**src/rtl/sample_uart_sender.sv**
```systemverilog
// sample_uart_sender: streams 16-bit sample RAM words to a byte UART serializer, low byte first.
// Define SAMPLE_UART_SENDER_CHECKSUM_EN to append an XOR checksum byte to every completed run.

module sample_uart_sender #(
  parameter int ADDR_W = 12,
  parameter int DATA_W = 16
) (
  input  logic              CLOCK_50,
  input  logic              RESET,
  input  logic              START,
  input  logic              STOP,
  input  logic [ADDR_W-1:0] END_ADDR,
  output logic [ADDR_W-1:0] RD_ADDR,
  output logic              RD_EN,
  input  logic [DATA_W-1:0] RD_DATA,
  output logic              TX_START,
  output logic [7:0]        TX_DATA,
  input  logic              TX_BUSY,
  output logic              ACTIVE,
  output logic              DONE,
  output logic [ADDR_W-1:0] WORD_CNT
);

  if (DATA_W != 16) begin : g_data_w_check
    $error("sample_uart_sender: DATA_W must be 16 (two bytes per word)");
  end

  typedef enum logic [3:0] {
    S_IDLE,
    S_READ,
    S_LATCH,
    S_LO_REQ,
    S_LO_WAIT,
    S_HI_REQ,
    S_HI_WAIT,
    S_NEXT
`ifdef SAMPLE_UART_SENDER_CHECKSUM_EN
    , S_CK_REQ,
    S_CK_WAIT
`endif
  } state_e;

  state_e            state_q, state_d;
  logic [ADDR_W-1:0] end_q, end_d;
  logic [ADDR_W-1:0] rd_addr_q, rd_addr_d;
  logic [ADDR_W-1:0] word_cnt_q, word_cnt_d;
  logic [ADDR_W-1:0] rd_addr_inc;
  logic [DATA_W-1:0] word_q, word_d;
  logic [7:0]        tx_data_q, tx_data_d;
  logic              active_q, active_d;
  logic              done_q, done_d;
  logic              busy_seen_q, busy_seen_d;
  logic              start_arm_q, start_arm_d;
  logic              launch, byte_done, in_req, in_wait, abort;
`ifdef SAMPLE_UART_SENDER_CHECKSUM_EN
  logic [7:0]        csum_q, csum_d;
`endif

  assign rd_addr_inc = rd_addr_q + ADDR_W'(1);
  // START is edge-like: it must be seen high again before it can launch another run.
  assign launch      = (state_q == S_IDLE) && !START && STOP && start_arm_q;
  // A byte is finished only after TX_BUSY has been seen high and then drops.
  assign byte_done   = busy_seen_q && !TX_BUSY;

  always_comb begin
    in_req  = (state_q == S_LO_REQ)  || (state_q == S_HI_REQ);
    in_wait = (state_q == S_LO_WAIT) || (state_q == S_HI_WAIT);
`ifdef SAMPLE_UART_SENDER_CHECKSUM_EN
    in_req  = in_req  || (state_q == S_CK_REQ);
    in_wait = in_wait || (state_q == S_CK_WAIT);
`endif
  end

  // STOP aborts at once, except that a byte already handed to the serializer is let finish.
  assign abort = (state_q != S_IDLE) && !STOP && (!in_wait || byte_done);

  // NOTE: flops use non-blocking assignments so every register samples pre-edge values.
  always_ff @(posedge CLOCK_50) begin
    if (RESET) state_q <= S_IDLE;
    else       state_q <= state_d;
  end

  // NOTE: every combinational output gets a default first, so no path can infer a latch.
  always_comb begin
    state_d = state_q;
    if (abort) begin
      state_d = S_IDLE;
    end else begin
      case (state_q)
        S_IDLE: begin
          if (launch) begin
            if (END_ADDR != '0) state_d = S_READ;
`ifdef SAMPLE_UART_SENDER_CHECKSUM_EN
            else                state_d = S_CK_REQ;
`endif
          end
        end
        S_READ:    state_d = S_LATCH;
        S_LATCH:   state_d = S_LO_REQ;
        S_LO_REQ:  if (!TX_BUSY) state_d = S_LO_WAIT;
        S_LO_WAIT: if (byte_done) state_d = S_HI_REQ;
        S_HI_REQ:  if (!TX_BUSY) state_d = S_HI_WAIT;
        S_HI_WAIT: if (byte_done) state_d = S_NEXT;
        S_NEXT: begin
          if (rd_addr_inc == end_q) begin
`ifdef SAMPLE_UART_SENDER_CHECKSUM_EN
            state_d = S_CK_REQ;
`else
            state_d = S_IDLE;
`endif
          end else begin
            state_d = S_READ;
          end
        end
`ifdef SAMPLE_UART_SENDER_CHECKSUM_EN
        S_CK_REQ:  if (!TX_BUSY) state_d = S_CK_WAIT;
        S_CK_WAIT: if (byte_done) state_d = S_IDLE;
`endif
        default:   state_d = S_IDLE;
      endcase
    end
  end

  always_comb begin
    end_d       = end_q;
    rd_addr_d   = rd_addr_q;
    word_cnt_d  = word_cnt_q;
    word_d      = word_q;
    tx_data_d   = tx_data_q;
    active_d    = active_q;
    done_d      = 1'b0;
    busy_seen_d = in_req ? 1'b0 : (busy_seen_q | TX_BUSY);
    start_arm_d = START | (start_arm_q & ~launch);
`ifdef SAMPLE_UART_SENDER_CHECKSUM_EN
    csum_d      = csum_q;
    if (launch)                            csum_d = 8'h00;
    else if (TX_START && state_q != S_CK_REQ) csum_d = csum_q ^ tx_data_q;
`endif

    case (state_q)
      S_IDLE: begin
        if (launch) begin
          end_d      = END_ADDR;
          rd_addr_d  = '0;
          word_cnt_d = '0;
          active_d   = 1'b1;
          if (END_ADDR == '0) begin
`ifdef SAMPLE_UART_SENDER_CHECKSUM_EN
            tx_data_d = 8'h00;
`else
            done_d    = 1'b1;
            active_d  = 1'b0;
`endif
          end
        end
      end
      S_LATCH: begin
        word_d    = RD_DATA;
        tx_data_d = RD_DATA[7:0];
      end
      S_LO_WAIT: if (byte_done) tx_data_d = word_q[15:8];
      S_NEXT: begin
        rd_addr_d  = rd_addr_inc;
        word_cnt_d = word_cnt_q + ADDR_W'(1);
        if (rd_addr_inc == end_q) begin
`ifdef SAMPLE_UART_SENDER_CHECKSUM_EN
          tx_data_d = csum_q;
`else
          done_d    = 1'b1;
          active_d  = 1'b0;
`endif
        end
      end
`ifdef SAMPLE_UART_SENDER_CHECKSUM_EN
      S_CK_WAIT: begin
        if (byte_done) begin
          done_d   = 1'b1;
          active_d = 1'b0;
        end
      end
`endif
      default: ;
    endcase

    if (abort) begin
      active_d   = 1'b0;
      rd_addr_d  = '0;
      word_cnt_d = word_cnt_q;
      done_d     = 1'b0;
    end
  end

  always_ff @(posedge CLOCK_50) begin
    if (RESET) begin
      end_q       <= '0;
      rd_addr_q   <= '0;
      word_cnt_q  <= '0;
      word_q      <= '0;
      tx_data_q   <= '0;
      active_q    <= 1'b0;
      done_q      <= 1'b0;
      busy_seen_q <= 1'b0;
      start_arm_q <= 1'b0;
`ifdef SAMPLE_UART_SENDER_CHECKSUM_EN
      csum_q      <= '0;
`endif
    end else begin
      end_q       <= end_d;
      rd_addr_q   <= rd_addr_d;
      word_cnt_q  <= word_cnt_d;
      word_q      <= word_d;
      tx_data_q   <= tx_data_d;
      active_q    <= active_d;
      done_q      <= done_d;
      busy_seen_q <= busy_seen_d;
      start_arm_q <= start_arm_d;
`ifdef SAMPLE_UART_SENDER_CHECKSUM_EN
      csum_q      <= csum_d;
`endif
    end
  end

  assign RD_ADDR  = rd_addr_q;
  assign RD_EN    = (state_q == S_READ);
  assign TX_START = in_req && STOP && !TX_BUSY;
  assign TX_DATA  = tx_data_q;
  assign ACTIVE   = active_q;
  assign DONE     = done_q;
  assign WORD_CNT = word_cnt_q;

endmodule

```
**config.mk**
```make
export PLATFORM = sky130hd
export DESIGN_NAME = sample_uart_sender
export DESIGN_NICKNAME = d
export VERILOG_FILES = /design/src/rtl/sample_uart_sender.sv
export SDC_FILE = /design/constraint.sdc
export NUM_CORES = 1
export LEC_CHECK = 0
export CAP_MARGIN = 0
export CORE_MARGIN = 2
export CORE_UTILIZATION = 40
export DETAILED_ROUTE_END_ITERATION = 8
export DONT_BUFFER_PORTS = 1
export PLACE_DENSITY = 0.59
export SLEW_MARGIN = 20
export SYNTH_ARGS = -nofsm -noshare
export SYNTH_HDL_FRONTEND = slang
export SYNTH_SLANG_ARGS = --single-unit
```
**constraint.sdc**
```tcl
create_clock -name CLOCK_50 -period 2.15 [get_ports CLOCK_50]
set_input_delay 0.43 -clock CLOCK_50 [delete_from_list [all_inputs] [get_ports CLOCK_50]]
set_output_delay 0.43 -clock CLOCK_50 [all_outputs]
set_load 0.05 [all_outputs]
```
==> impl_metrics.yaml <==
sta:
  slew_headroom: 0.6297
  fin_skew_ns: 0.007632
  max_freq_mhz: 492.0
  finalSetupViolCount: 0
  period_minus_slack_ns: 2.032
  finalHoldViolCount: 0
  tns_ns: 0
  tightestPinTransition_ns: 0.5547
  fin_crit_sh: 0.9453
  slew_viol_final: 0
global_route:
  grt_max_degree: 34
  antenna_found_initial: 0
  grt_overflow: 0
  grt_use_total: 0.1801
  grt_pass1_vias: 2531
  grt_pass1_wl_um: 12100
placed_design:
  io_buffers: 0
  gp_congestion: 0.8543
  place_area_sq_mm: 0.003324
  place_hpwl_um: 5275
worst_setup_path:
  crit_type: "register to register"
  critPathArrivalTime_ns: 2.25
  worst_ep_required_time_ns: 2.37
  reg2reg_depth: 6
  setup.worst_path.start_class: "register"
  critPathMaxFanout: 9
  crit_path_end_kind: "register"
synth:
  yosysUniqueCellTypes: 54
  postSynthAreaPerCell_sq_um: 8.482
  synth_edf_count: 0
  ys_seq_elements: 59
  syn-num-nets: 393
  synth_cells: 358
  netlist_area_sq_mm: 0.003037
  synth_top_cells_by_area: "dfxtp_1 39%, nor2_1 7.7%, mux2i_1 6.9%"
  yosys.area.top_type: "dfxtp_1"
  ys_warn_count: 0
  yosys_most_used_dff: "dfxtp_1"
  synth.top_cell.area_share: 0.3890
  synthArstFlopShare: 0
  seq_area_frac_synth: 0.3890
cts:
  cts.clk_slew.worst_paths_ns: 0.06
  cts.htree.levels: 3
  cts_tree: "done"
  holdBufCountCts: 0
  clk_latency_ns: 0.34
  cts_sinks: 59
  cts_buffer_depth: 2
  cts_made_buffers: 9
  root_buffer: "clkbuf_8"
die:
  fp-row-count: 31
  die_w_um: 91.13
  design.die.area_sq_mm: 0.008305
  core_area_sq_mm: 0.007292
  floorplan.initialDensity: 0.4164
  die_h_um: 91.13
  pin_count: 69
drt:
  drt_first_pass_iters: 4
  avgViaCountPerCell: 5.335
  first_iter_violations: 161
  vias: 2614
  drc_errors: 0
  routed_wl_um: 7227
  ant_nets: 0
  routedWlPerCell_um: 14.75
finish:
  n_antenna_cell: 0
  nNetsFinal: 421
  syn_to_final_growth_pct: 17.18
  design_area_sq_mm: 0.003558
  final_util: 0.4880
  drive_gt1_frac: 0.2046
power_and_ir_drop:
  total_power_w: 0.003175
  ir_drop_v: 0.0005080
  power_density_mw_per_mm2: 892.2
  leakagePower_nw: 1.434
flow_run:
  maxCapViolCount: 0
run_status:
  outcome: "finished clean"
worst_hold_path:
  hold_class: "input pin to register"
  hold_depth: 1
-- synthesized netlist by cell type, types with 3 or more instances --
cell	number
nor2_1	62
dfxtp_1	59
a21oi_1	35
nand2_1	30
mux2i_1	21
xor2_1	18
nand3_1	14
o21ai_0	13
xnor2_1	11
buf_2	8
nand4_1	8
nor3_1	7
and3_1	5
buf_4	5
and2_1	4
clkbuf_1	4
nor4_1	4
buf_6	3
inv_1	3
nor2b_1	3
-- cells in the final DEF, fill, tap and decap left out, drive strengths merged, types with 2 or more instances in the layout --
cell and n:
a211oi 2, a21oi 36, a31oi 4, and2 4, and3 6, and4 3
buf 38, bufinv 2, clkbuf 11, clkinv 2, dfxtp 59, ha 2
inv 4, mux2i 21, nand2 30, nand2b 2, nand3 15, nand3b 2
nand4 9, nor2 62, nor2b 3, nor3 8, nor3b 2, nor4 5
o2111ai 2, o21ai 14, or3 2, xnor2 11, xor2 18
-- worst max-delay path, cell delays in order (launching register included) --
cell     delay, ns
dfxtp_2       0.44
and4_4        0.30
nand3_2       0.11
xnor2_1       0.16
or4_4         0.43
nor4_4        0.36
o22ai_1       0.12
-- flip-flops by register name, summed over array words and instances, names as in the netlist --
name,flops
ACTIVE,1
DONE,1
busy_seen_q,1
start_arm_q,1
RD_ADDR,12
WORD_CNT,12
word_q,8
TX_DATA,8
end_q,12
state_q,3
-- per-layer routing --
| layer | wire, um | part of all wire | track usage |
|---|---|---|---|
| met4 | 115 | 0.016 | 0.08333 |
| met5 | 0 | 0 | 0 |
| met2 | 3099 | 0.43 | 0.2704 |
| met1 | 3296 | 0.46 | 0.2268 |
| met3 | 715 | 0.099 | 0.07054 |
-- per-stage QoR --
step                setup WS [ns]  hold WS [ns]  instances
floorplan              0.00001266        0.4360        358
global placement           0.1949        0.4382        473
detailed placement         0.1492        0.4445        473
CTS                       0.07472        0.1425        489
global route          -0.00004396        0.1445        490
finish                     0.1175        0.1547        490
-- timing repair --
action,4_1_cts,5_1_grt
setup buffers,0,1
resized for setup,0,6
endpoints found under the setup margin,0,3
-- final cells by class --
class                   count  area (sq um)
inverters                   4         15.01
flip-flops and latches     59          1194
repair buffers             38         285.3
multi-input cells         274          1732
well taps                  99         123.9
clock buffers              11         131.4
clock inverters             5         77.57
fillers                   737          3734
-- report_power, final --
group	switching, W	total (W)	leakage [nW]	internal, W
combinational	0.000423	0.000674	0.850	0.000251
sequential	0.000216	0.00141	0.481	0.00120
clock	0.000438	0.00109	0.103	0.000649
-- path summary, 6_finish.rpt --
path | end | slack, ns | start
min reg2reg | word_q[8]$_SDFFE_PP0P_ | 0.45 | word_q[8]$_SDFFE_PP0P_
min | busy_seen_q$_SDFF_PP0_ | 0.15 | RESET
max | state_q[0]$_SDFFE_PP0P_ | 0.12 | RD_ADDR[5]$_SDFFE_PP0P_
max reg2reg | state_q[0]$_SDFFE_PP0P_ | 0.12 | RD_ADDR[5]$_SDFFE_PP0P_
-- kinds of logic after synthesis --
family                   synth area share
AO/OA/AOI/OAI                      0.1372
AND/OR/NAND/NOR                    0.2649
XOR/XNOR                          0.08364
adder cells (fa/ha/maj)          0.008239
buffers and inverters             0.04779
multiplexers                      0.06922
flip-flops                         0.3890
No activity file was read; power rests on OpenSTA's default activity.
